`config.mk`:
```
export PLATFORM = sky130hd
export DESIGN_NAME = pipe_stage
export DESIGN_NICKNAME = d
export VERILOG_FILES = /design/src/rtl/pipe_pkg.sv /design/src/rtl/pipe_skid_buf.sv /design/src/rtl/pipe_stage.sv
export SDC_FILE = /design/constraint.sdc
export NUM_CORES = 1
export LEC_CHECK = 0
export BUFFER_PORTS_ARGS = -buffer_cell sky130_fd_sc_hd__buf_2
export CAP_MARGIN = 20
export CORE_ASPECT_RATIO = 2
export CORE_MARGIN = 8
export CORE_UTILIZATION = 27
export DETAILED_ROUTE_END_ITERATION = 8
export PLACE_DENSITY_LB_ADDON = 0.12
export SYNTH_ARGS = -nofsm -noshare
export SYNTH_HDL_FRONTEND = slang
export SYNTH_SLANG_ARGS = --single-unit
```
`constraint.sdc`:
```
create_clock -name clk -period 4.88 [get_ports clk]
set_input_delay 1.464 -clock clk [delete_from_list [all_inputs] [get_ports clk]]
set_output_delay 1.464 -clock clk [all_outputs]
set_load 0.02 [all_outputs]
```
`src/rtl/pipe_pkg.sv`:
```
`default_nettype none
// ============================================================================
// Module      : pipe_pkg
// Description : Shared state encoding and stall-counter helpers for pipe_stage.
// Revision    : 1.0 - initial release
// ============================================================================
package pipe_pkg;

    localparam int STALL_CNT_W = 16;

    typedef enum logic [1:0] {
        EMPTY = 2'd0,
        FULL  = 2'd1,
        SKID  = 2'd2
    } state_t;

    // Saturating increment: the counter parks at all-ones instead of wrapping.
    function automatic logic [STALL_CNT_W-1:0] sat_inc(input logic [STALL_CNT_W-1:0] v);
        return (&v) ? v : v + 1'b1;
    endfunction

endpackage
`default_nettype wire

```
`src/rtl/pipe_skid_buf.sv`:
```
`default_nettype none
// ============================================================================
// Module      : pipe_skid_buf
// Description : Single-entry skid register catching a payload that arrives
//               while the main output register is back-pressured.
// Revision    : 1.0 - initial release
// ============================================================================
module pipe_skid_buf
    import pipe_pkg::*;
#(
    parameter int               WIDTH     = 18,
    parameter logic [WIDTH-1:0] NOP_VALUE = '0
) (
    input  logic             clk,
    input  logic             rst,
    input  logic             flush,
    input  logic             load,
    input  logic [WIDTH-1:0] load_data,
    input  logic             unload,
    output logic             skid_valid,
    output logic [WIDTH-1:0] skid_data
);

    logic             r_valid;
    logic [WIDTH-1:0] r_data;

    always_ff @(posedge clk or posedge rst) begin
        if (rst) begin
            r_valid <= 1'b0;
            r_data  <= NOP_VALUE;
        end else if (flush) begin
            r_valid <= 1'b0;
            r_data  <= NOP_VALUE;
        end else if (load) begin
            r_valid <= 1'b1;
            r_data  <= load_data;
        end else if (unload) begin
            r_valid <= 1'b0;
            r_data  <= NOP_VALUE;
        end
    end

    assign skid_valid = r_valid;
    assign skid_data  = r_data;

endmodule
`default_nettype wire

```
`src/rtl/pipe_stage.sv`:
```
`default_nettype none
// ============================================================================
// Module      : pipe_stage
// Description : Valid/ready pipeline register with flush and a saturating
//               back-pressure counter. Define PIPE_STAGE_SKID_EN to add a skid
//               entry that registers in_ready for full throughput.
// Revision    : 1.0 - initial release
// ============================================================================
module pipe_stage
    import pipe_pkg::*;
#(
    parameter int               WIDTH     = 18,
    parameter logic [WIDTH-1:0] NOP_VALUE = '0
) (
    input  logic                   clk,
    input  logic                   rst,
    input  logic                   in_valid,
    output logic                   in_ready,
    input  logic [WIDTH-1:0]       in_data,
    output logic                   out_valid,
    input  logic                   out_ready,
    output logic [WIDTH-1:0]       out_data,
    input  logic                   flush,
    output logic [STALL_CNT_W-1:0] stall_cnt
);

    state_t                 r_state;
    logic                   r_out_valid;
    logic [WIDTH-1:0]       r_out_data;
    logic [STALL_CNT_W-1:0] r_stall_cnt;
    logic                   w_accept;
    logic                   w_consume;

    assign w_accept  = in_valid && in_ready;
    assign w_consume = r_out_valid && out_ready;

`ifdef PIPE_STAGE_SKID_EN
    logic             w_skid_valid;
    logic [WIDTH-1:0] w_skid_data;
    logic             w_skid_load;
    logic             w_skid_unload;

    // Ready depends only on the registered skid occupancy, never on out_ready.
    assign in_ready      = !rst && !w_skid_valid;
    assign w_skid_load   = w_accept && (r_state == FULL) && !out_ready;
    assign w_skid_unload = (r_state == SKID) && out_ready;

    pipe_skid_buf #(
        .WIDTH     (WIDTH),
        .NOP_VALUE (NOP_VALUE)
    ) u_skid_buf (
        .clk        (clk),
        .rst        (rst),
        .flush      (flush),
        .load       (w_skid_load),
        .load_data  (in_data),
        .unload     (w_skid_unload),
        .skid_valid (w_skid_valid),
        .skid_data  (w_skid_data)
    );
`else
    assign in_ready = !rst && (!r_out_valid || out_ready);
`endif

    always_ff @(posedge clk or posedge rst) begin
        if (rst) begin
            r_state     <= EMPTY;
            r_out_valid <= 1'b0;
            r_out_data  <= NOP_VALUE;
        end else if (flush) begin
            r_state     <= EMPTY;
            r_out_valid <= 1'b0;
            r_out_data  <= NOP_VALUE;
        end else begin
            case (r_state)
                EMPTY: begin
                    if (w_accept) begin
                        r_state     <= FULL;
                        r_out_valid <= 1'b1;
                        r_out_data  <= in_data;
                    end
                end
                FULL: begin
                    if (w_consume) begin
                        if (w_accept) begin
                            r_out_data <= in_data;
                        end else begin
                            r_state     <= EMPTY;
                            r_out_valid <= 1'b0;
                            r_out_data  <= NOP_VALUE;
                        end
                    end
`ifdef PIPE_STAGE_SKID_EN
                    else if (w_accept) begin
                        r_state <= SKID;
                    end
`endif
                end
`ifdef PIPE_STAGE_SKID_EN
                SKID: begin
                    if (w_consume) begin
                        r_state    <= FULL;
                        r_out_data <= w_skid_data;
                    end
                end
`endif
                default: begin
                    r_state     <= EMPTY;
                    r_out_valid <= 1'b0;
                    r_out_data  <= NOP_VALUE;
                end
            endcase
        end
    end

    // Flush cycles are not counted, and flush never clears the count.
    always_ff @(posedge clk or posedge rst) begin
        if (rst) begin
            r_stall_cnt <= '0;
        end else if (r_out_valid && !out_ready && !flush) begin
            r_stall_cnt <= sat_inc(r_stall_cnt);
        end
    end

    assign out_valid = r_out_valid;
    assign out_data  = r_out_data;
    assign stall_cnt = r_stall_cnt;

endmodule
`default_nettype wire

```
==> impl_metrics.csv <==
group,metric,value,unit
floorplanning,rows,38,
timing,skew,0.00535,ns
placed_design,post-dp-hpwl,2620,µm
power,combPwrFrac,0.163,
synth,synth.most_common_cell,"dfrtp_1",
cts,ctsResizeCount,0,
setup_path,cp.required,3.42,ns
synth,synth_top_area_cell,"dfrtp_1",
detailed_routing,via_per_inst,4.69,
synth,ys_seq_area_frac,0.594,
timing,holdWs,0.495,ns
power,clkPwrFrac,0.312,
layout,finalInstanceArea,1940,µm²
cts,cts_hold_buf,0,
synth,synth.area.mux_share,0.00764,
cts,htree_num_levels,2,
power,total_power,0.634,mW
detailed_routing,wl,3640,µm
detailed_routing,dr.first_iter.drc_count,25,
timing,period_needed,3.43,ns
global_route,antenna_found_initial,0,
floorplanning,io_pins,59,
floorplanning,chipHeight,120,µm
cts,cts_sinks,35,
setup_path,startpoint_type,"primary input",
timing,maxSlewHeadroom,0.652,
placed_design,placed_cell_area,1860,µm²
placed_design,numPlacedInstances,236,
cts,clkLatencyLatePin,0.28,ns
synth,ys.flop_type,"dfrtp_1",
power,intPower,0.452,mW
detailed_routing,ant_nets,0,
synth,syn_nets,142,
synth,netlist_area,1470,µm²
synth,ys_types,29,
synth,synthTopCellsByArea,"dfrtp_1 (59%), a22o_1 (11%), xor2_1 (6.5%)",
layout,fin_nets,207,
setup_path,end_kind,"output port",
detailed_routing,vias,1144,
global_route,grt_pass1_vias,1241,
timing,timing.final.hold_violations,0,
global_route,grt_usage,0.0926,
synth,ys_ff_latch,35,
layout,diodes,0,
synth,avgSynthCellArea,12.5,µm²
timing,layout_setup_ws,1.45,ns
cts,cts_setup_buffers,0,
layout,fin_util,0.365,
layout,area_delta_synth_final,31.9,%
synth,syn_inst,118,
timing,worst_pin_slew,0.517,ns
synth,synth_xor_area_frac,0.0891,
power,p_seq_frac,0.525,
floorplanning,start_util,0.277,
cts,root_buffer,"clkbuf_8",
global_route,globalRouteOverflowTotal,0,
timing,slew_violations,0,
setup_path,worst-setup-path-type,"primary input to output port",
detailed_routing,drcViolationCount,0,
timing,post-route-period-util,0.704,
power,switching_share,0.287,
synth,synth_top_area_share,0.594,
timing,fin_setup_tns,0,ns
setup_path,critPathArrivalTime,1.97,ns
run,maxCapViolations,0,
timing,setup_viol,0,
setup_path,crit_fanout,3,
synth,synth_top_family_by_area,"simple AND/OR/NAND/NOR gates",
detailed_routing,first_pass_iters,2,
placed_design,port_buffers,58,
power,leakage,1.06,nW
run_status,outcome,"finished, final reports clean",
detailed_routing,post_drt_wl_per_cell,14.9,µm
floorplanning,die_area,8220,µm²
placed_design,dp_slack,1.44,ns
floorplanning,die_w,68.2,µm
synth,synth-compound-area-share,0.112,
cts,numCtsBuffers,5,
synth,synthSimpleGateAreaFrac,0.175,
cts,clockBufferDepth,2,
placed_design,gp_congestion,0.749,
global_route,grt_pass1_wl,6030,µm
synth,synth_fa_ha_area_frac,0.00849,
cts,cts_tree,"built",
floorplanning,core-area,5330,µm²
timing,fmax,0.291,GHz
global_route,grt_max_degree,36,
cts,clkTransAtPathRegs,0.07,ns
power,p_per_area,326,nW/µm²
synth,yosysWarnings,0,
synth,synth_edf_count,0,
layout,fin_cells,244,
synth,ys_async_sr_fraction,1.00,
power,p_sw,0.182,mW
layout,layout-drive-gt1-share,0.413,
min_path,hold_path.class,"register to register",
synth,ys_top_cells_by_count,"dfrtp_1 (35), a22o_1 (18), xor2_1 (11), nand3_1 (6), nand4_1 (6)",
power,peakVddDrop,269,µV
timing,rsz0062_at_grt,"false",
[flip-flops by register name (all words and copies together) (netlist names)]
| register | flops |
|---|---|
| out_valid | 1 |
| stall_cnt | 16 |
| out_data | 18 |
[layout make-up]
class | count | area, µm²
fill | 561 | 3380
sequential | 35 | 876
multi-input combinational | 78 | 588
timing repair buffer | 62 | 320
clock buffer | 7 | 76.3
tap | 60 | 75.1
clock inverter | 1 | 5.00
inverter | 1 | 3.75
[critical path: stages]
cell and delay [ns]:
buf_2 0.11, nor2b_1 0.17, nor2_1 0.06, buf_2 0.16
[power by group through the flow]
stage	combinational (mW)	sequential (mW)	clock [mW]
6_report	0.104	0.333	0.198
3_3_place_gp	0.107	0.337	0
3_5_place_dp	0.107	0.338	0
2_1_floorplan	0.0377	0.361	0
5_1_grt	0.118	0.338	0.221
4_1_cts	0.107	0.333	0.211
[worst paths after layout]
kind	from	to	slack, ns	cells past startpoint
min in group asynchronous	rst	stall_cnt[10]	1.29	3
max in group asynchronous	rst	out_data[0]	3.27	3
min	stall_cnt[15]	stall_cnt[15]	0.50	1
max reg2reg	stall_cnt[0]	stall_cnt[1]	2.84	6
max	out_ready	in_ready	1.45	4
min reg2reg	stall_cnt[15]	stall_cnt[15]	0.50	1
[layer usage]
layer  global-route usage  part of all wire  vias to the layer above  routed length [µm]
met3               0.0380             0.098                        2                 358
met4               0.0310            0.0052                        0                  19
li1                     -                 -                      563                   -
met2                0.129              0.44                       45                1600
met1                0.125              0.46                      534                1660
met5                    0                 0                        -                   0
[cell families (layout without fill, tap and decap cells)]
| family | Yosys count | count (layout) |
|---|---|---|
| AOI/OAI and AO/OA | 19 | 19 |
| buffers and inverters | 5 | 71 |
| DFF | 35 | 35 |
| adders and majority gates | 1 | 1 |
| xor gates and xnor gates | 15 | 15 |
| and+or+nand+nor | 42 | 42 |
| muxes | 1 | 1 |
[placed cells by master (no fill, tap or decap), drive strengths merged, types with 2 or more instances in the layout]
cell type | Yosys | layout
buf | 1 | 62
xor2 | 11 | 11
nand2 | 4 | 4
a22o | 18 | 18
xnor2 | 4 | 4
nand4 | 6 | 6
nor3b | 2 | 2
nor4 | 2 | 2
nor3 | 7 | 7
dfrtp | 35 | 35
nand3 | 6 | 6
nand2b | 2 | 2
clkbuf | 3 | 7
nor2 | 4 | 4
Power figures use the tool's default switching activity.
